`config.mk`:
```
export PLATFORM = sky130hd
export DESIGN_NAME = instr_fetch_buffer
export DESIGN_NICKNAME = d
export VERILOG_FILES = /design/src/rtl/instr_fetch_buffer.sv
export SDC_FILE = /design/constraint.sdc
export NUM_CORES = 1
export LEC_CHECK = 0
export ABC_AREA = 0
export BUFFER_PORTS_ARGS = -buffer_cell sky130_fd_sc_hd__buf_4
export CORE_MARGIN = 2
export CORE_UTILIZATION = 49
export CTS_CLUSTER_DIAMETER = 80
export DETAILED_ROUTE_END_ITERATION = 6
export GPL_TIMING_DRIVEN = 1
export PLACE_DENSITY_LB_ADDON = 0.25
export SYNTH_ARGS = -nofsm -noshare
export SYNTH_HDL_FRONTEND = slang
export SYNTH_SLANG_ARGS = --single-unit
```
`constraint.sdc`:
```
create_clock -name clk -period 16.3 [get_ports clk]
set_input_delay 0 -clock clk [delete_from_list [all_inputs] [get_ports clk]]
set_output_delay 0 -clock clk [all_outputs]
set_load 0.05 [all_outputs]
```
`src/rtl/instr_fetch_buffer.sv`:
```
// ----------------------------------------------------------------------------
// instr_fetch_buffer
//
// Dual-issue instruction queue sitting between fetch and the two decode
// slots. Fetch pushes up to two {pc, instr} pairs per cycle and decode pops up
// to two. The two oldest entries are always presented in program order. A
// synchronous flush empties the queue on a branch redirect.
//
// Ports
//   clk                    rising-edge clock
//   reset                  asynchronous, active-high
//   flush                  synchronous queue clear (highest priority)
//   in_valid[1:0]          fetch push request; bit1 only counts with bit0
//   in_instr0/in_pc0       older fetched instruction and its PC
//   in_instr1/in_pc1       younger fetched instruction and its PC
//   in_ready               at least two free entries
//   out_valid[1:0]         bit0: >=1 entry held, bit1: >=2 entries held
//   out_instr0/out_pc0     oldest entry (NOP / 0 when not valid)
//   out_instr1/out_pc1     second-oldest entry (NOP / 0 when not valid)
//   out_take[1:0]          decode pop; bit1 only counts with bit0
//   count                  entries currently held
// ----------------------------------------------------------------------------
module instr_fetch_buffer #(
    parameter int DEPTH = 8,
    parameter int XLEN  = 32
) (
    input  logic                     clk,
    input  logic                     reset,
    input  logic                     flush,
    input  logic [1:0]               in_valid,
    input  logic [XLEN-1:0]          in_instr0,
    input  logic [XLEN-1:0]          in_pc0,
    input  logic [XLEN-1:0]          in_instr1,
    input  logic [XLEN-1:0]          in_pc1,
    output logic                     in_ready,
    output logic [1:0]               out_valid,
    output logic [XLEN-1:0]          out_instr0,
    output logic [XLEN-1:0]          out_pc0,
    output logic [XLEN-1:0]          out_instr1,
    output logic [XLEN-1:0]          out_pc1,
    input  logic [1:0]               out_take,
    output logic [$clog2(DEPTH):0]   count
);

    localparam int AW = $clog2(DEPTH);
    localparam int PW = AW + 1;

    // addi x0,x0,0 -- what an empty decode slot sees, so the Extend unit and
    // register-file reads downstream act on a harmless instruction.
    localparam logic [XLEN-1:0] NOP_INSTR = XLEN'(32'h0000_0013);

    // Pointers carry one extra MSB so full and empty are distinguishable;
    // they wrap naturally modulo 2*DEPTH.
    logic [PW-1:0] wr_ptr_q, wr_ptr_d;
    logic [PW-1:0] rd_ptr_q, rd_ptr_d;
    logic [PW-1:0] count_q, count_d;

    logic [1:0]    push_n;
    logic [1:0]    pop_n;

    logic [XLEN-1:0] instr_mem_q [DEPTH];
    logic [XLEN-1:0] pc_mem_q    [DEPTH];

    logic            wr_en    [2];
    logic [AW-1:0]   wr_addr  [2];
    logic [XLEN-1:0] wr_instr [2];
    logic [XLEN-1:0] wr_pc    [2];

    logic [XLEN-1:0] head_instr [2];
    logic [XLEN-1:0] head_pc    [2];

    // in_ready looks only at the registered count; a same-cycle pop does not
    // make room for a push.
    assign in_ready = (count_q <= PW'(DEPTH - 2));

    always_comb begin
        push_n = 2'd0;
        if (in_ready && in_valid[0]) begin
            push_n = in_valid[1] ? 2'd2 : 2'd1;
        end
    end

    always_comb begin
        pop_n = 2'd0;
        if (out_take[0] && out_valid[0]) begin
            pop_n = (out_take[1] && out_valid[1]) ? 2'd2 : 2'd1;
        end
    end

    assign wr_instr[0] = in_instr0;
    assign wr_instr[1] = in_instr1;
    assign wr_pc[0]    = in_pc0;
    assign wr_pc[1]    = in_pc1;

    // Per-slot write port (slot0 -> wr_ptr, slot1 -> wr_ptr+1) and per-slot
    // head view (slot0 <- rd_ptr, slot1 <- rd_ptr+1).
    for (genvar gi = 0; gi < 2; gi++) begin : g_slot
        logic [AW-1:0] rd_addr;

        assign wr_en[gi]   = !flush && (push_n > 2'(gi));
        assign wr_addr[gi] = AW'(wr_ptr_q + PW'(gi));

        assign rd_addr        = AW'(rd_ptr_q + PW'(gi));
        assign out_valid[gi]  = (count_q > PW'(gi));
        assign head_instr[gi] = out_valid[gi] ? instr_mem_q[rd_addr] : NOP_INSTR;
        assign head_pc[gi]    = out_valid[gi] ? pc_mem_q[rd_addr]    : '0;
    end

    assign out_instr0 = head_instr[0];
    assign out_pc0    = head_pc[0];
    assign out_instr1 = head_instr[1];
    assign out_pc1    = head_pc[1];
    assign count      = count_q;

    // Storage has no reset: stale contents are never visible because the
    // head view is gated by count.
    always_ff @(posedge clk) begin
        for (int i = 0; i < 2; i++) begin
            if (wr_en[i]) begin
                instr_mem_q[wr_addr[i]] <= wr_instr[i];
                pc_mem_q[wr_addr[i]]    <= wr_pc[i];
            end
        end
    end

    always_comb begin
        wr_ptr_d = wr_ptr_q + PW'(push_n);
        rd_ptr_d = rd_ptr_q + PW'(pop_n);
        count_d  = count_q + PW'(push_n) - PW'(pop_n);
        if (flush) begin
            wr_ptr_d = '0;
            rd_ptr_d = '0;
            count_d  = '0;
        end
    end

    always_ff @(posedge clk or posedge reset) begin
        if (reset) begin
            wr_ptr_q <= '0;
            rd_ptr_q <= '0;
            count_q  <= '0;
        end else begin
            wr_ptr_q <= wr_ptr_d;
            rd_ptr_q <= rd_ptr_d;
            count_q  <= count_d;
        end
    end

endmodule

```
==> flow_metrics.py <==
metrics = {
    "synthesis": {
        "synth_area_um2": 30890,
        "synth.net_count": 2096,
        "synth_top_family_by_area": "multiplexers",
        "synth_xor_area_share_pct": 0.3484,
        "ys_types": 47,
        "synth_adder_area_share_pct": 0.7048,
        "muxShareOfSynthArea_pct": 37.53,
        "avgSynthCellArea_um2": 15.87,
        "postSynth.asyncResetShare_pct": 1.916,
        "ys_top_cells_by_area": "edfxtp_1 (50%), mux2_2 (20%), mux4_2 (9.3%)",
        "synthSimpleGateAreaFrac_pct": 2.232,
        "synth_top_cell_area_share_pct": 49.78,
        "yosysTopAreaCell": "edfxtp_1",
        "synth_warnings": 0,
        "synthFlopType": "edfxtp_1",
        "synth-compound-area-share_pct": 5.310,
        "ys_ff_latch": 522,
        "synth_seq_area_share_pct": 50.59,
        "synth_edf_count": 512,
        "synthCells": 1946,
    },
    "sta": {
        "setup-violations-final": 0,
        "fin_crit_sh_pct": 29.96,
        "fmax_ghz": 0.2048,
        "slew_viol_final": 0,
        "final_hold_viol_count": 0,
        "whs_ns": 0.04066,
        "rsz0062_at_grt": "no",
        "clock_skew_ns": 0.02777,
        "layout_min_cycle_time_ns": 4.883,
        "setup_tns_ns": 0,
        "slew_headroom_pct": 15.32,
        "tightest_slew_ns": 1.270,
    },
    "critical_path": {
        "r2r_cells": 9,
        "arrival_ns": 4.88,
        "r2r-end": "pc_mem_q[5][2]",
        "critPathCaptureType": "output port",
        "cp-endpoint": "out_instr1[10]",
        "r2r-start": "count[3]",
        "cp_max_fo": 58,
        "crit_type": "register to output port",
        "slowest_stage": "buf_4",
        "critPathMostFrequentCell": "buf_4",
        "cp.required_ns": 16.30,
        "crit_chain": "ha_4 -> buf_4 -> buf_4 -> mux4_2 -> a22o_1 -> buf_4",
        "worstSetupStartpoint": "rd_ptr_q[0]",
        "cpPeakStageDelay_ns": 0.97,
        "reg2reg_setup_slack_ns": 11.80,
        "critPathLaunchType": "register",
    },
    "cts": {
        "clk_latency_ns": 0.64,
        "postCtsSetupBuffers": 0,
        "clockBufferDepth": 3,
        "cts_tree": "done",
        "cts_made_buffers": 58,
        "root_buffer": "clkbuf_16",
        "clk_pin_slew_worst_paths_ns": 0.06,
        "htreeDepth": 2,
        "clkSinkCount": 522,
        "cts_resized": 0,
    },
    "finish": {
        "layout.nets": 2505,
        "final_common_cell": "mux2_2",
        "final_cell_mix": "mux2_2 (542), edfxtp_1 (512), buf_4 (310)",
        "fin_cells": 3249,
        "seqCellArea_um2": 15630,
        "fillers": 4885,
        "multi_input_comb_area_um2": 14360,
        "syn_to_final_growth_pct": 20.30,
        "drive_above_1_share_pct": 47.64,
        "stdcell_area_um2": 37160,
    },
    "floorplan": {
        "fp.dieW_um": 255.1,
        "ios": 270,
        "rows": 92,
        "die_h_um": 255.1,
        "die_area_um2": 65060,
        "start_util_pct": 49.24,
        "core_um2": 62740,
    },
    "global_routing": {
        "grt_max_degree": 169,
        "grt-busiest-layer": "met2",
        "overflow": 0,
        "antenna_found_initial": 7,
        "grtUsageMet3_pct": 4.414,
        "gr-usage-met2_pct": 48.91,
        "use_met1_pct": 36.61,
        "grt_use_total_pct": 28.30,
        "grt_pass1_wl_mm": 135.3,
        "grt_pass1_vias": 21090,
    },
    "pwr": {
        "vdd_drop_max_v": 0.0001350,
        "p_leak_nw": 12.72,
        "powerDensity_nw_per_um2": 170.3,
        "finalPower_mw": 6.328,
    },
    "outcome": {
        "status": "completed",
    },
    "route": {
        "wl_mm": 93.10,
        "drt_iter0_markers": 1739,
        "post_drt_via_cell_ratio": 6.290,
        "vias": 20440,
        "wl_per_cell_um": 28.65,
        "drc": 0,
        "drt_first_pass_iters": 5,
        "ant_nets": 0,
    },
    "place": {
        "dp_cells": 2944,
        "io_buffers": 269,
        "placed_cell_area_um2": 33440,
        "gp_congestion": 0.8080,
        "dp_hpwl_mm": 51.79,
    },
    "worst_hold_path": {
        "hold_class": "primary input to register",
    },
    "job": {
        "maxCapViolations": 0,
    },
}
## final cells by class
type | instances | share of cell area [%]
sequential | 522 | 42.06
multi-input combinational | 1253 | 38.64
timing repair buffer | 508 | 11.62
clock buffer | 75 | 4.135
tap | 846 | 2.849
clock inverter | 29 | 0.5488
inverter | 12 | 0.1212
antenna | 4 | 0.02694
## kinds of logic after synthesis
group                      count (synthesis)
AOI/OAI and AO/OA                        210
xor gates and xnor gates                   8
adders and majority gates                 15
buffers and inverters                    171
DFF                                      522
muxes                                    896
and+or+nand+nor                          124
## per-layer routing
layer | routed length (um) | vias up | part of all wire, %
li1 | - | 8807 | -
met1 | 36620 | 10530 | 39
met2 | 47080 | 913 | 51
met3 | 6741 | 185 | 7.2
met4 | 2610 | 6 | 2.8
met5 | 41 | - | 0.044
## through the flow
step                worst slack (ns)  util [%]
floorplan                      10.77         -
CTS                            11.39     59.22
global route                   11.27     59.23
global placement               12.13     53.30
finish                         11.42     59.23
detailed placement             12.07     53.30
## worst max-delay path: cells and delay by family, from the launching register on
kind,cells,cell delay [ns]
AO/OA/AOI/OAI,1,0.30
adder cells (fa/ha/maj),1,0.78
buffers and inverters,3,1.86
flip-flops,1,0.65
multiplexers,1,0.58
## power breakdown
part | switching (mW) | leakage [nW] | internal [mW]
Combinational | 2.17 | 7.11 | 1.31
Clock | 0.553 | 0.845 | 0.691
Sequential | 0.0495 | 4.76 | 1.55
Total | 2.78 | 12.7 | 3.55
## synthesized netlist by cell type, types with 7 or more instances
library cell and count:
mux2_2 542, edfxtp_1 512, mux2i_1 131, mux4_2 128
a22o_1 125, nor3_1 68, o22ai_1 61, mux2_4 60
clkbuf_1 56, buf_2 53, mux2_1 35, buf_6 23
nor2_1 15, buf_1 11, ha_1 11, inv_1 11
buf_4 10, dfrtp_1 10, nand2_1 8, a31oi_1 7
## flip-flops by register name, indices dropped and copies added (netlist names)
register and flops:
wr_ptr_q 3, pc_mem_q 256, instr_mem_q 256, count 4, rd_ptr_q 3
## worst min path at each step
stage	startpoint	to	slack, ns	cells past startpoint
after floorplan	reset	count[0]	-0.16	1
after global placement	reset	count[3]	0.03	2
after detailed placement	reset	count[3]	0.03	2
after CTS	in_valid[0]	wr_ptr_q[1]	0.02	4
after global routing	in_valid[0]	wr_ptr_q[1]	0.05	4
final	in_valid[0]	wr_ptr_q[1]	0.04	4
## what timing repair did
action,in CTS,in global routing
endpoints found under the hold margin,532,0
endpoints found under the setup margin,0,0
hold buffers,197,0
(Power assumes the default switching activity.)
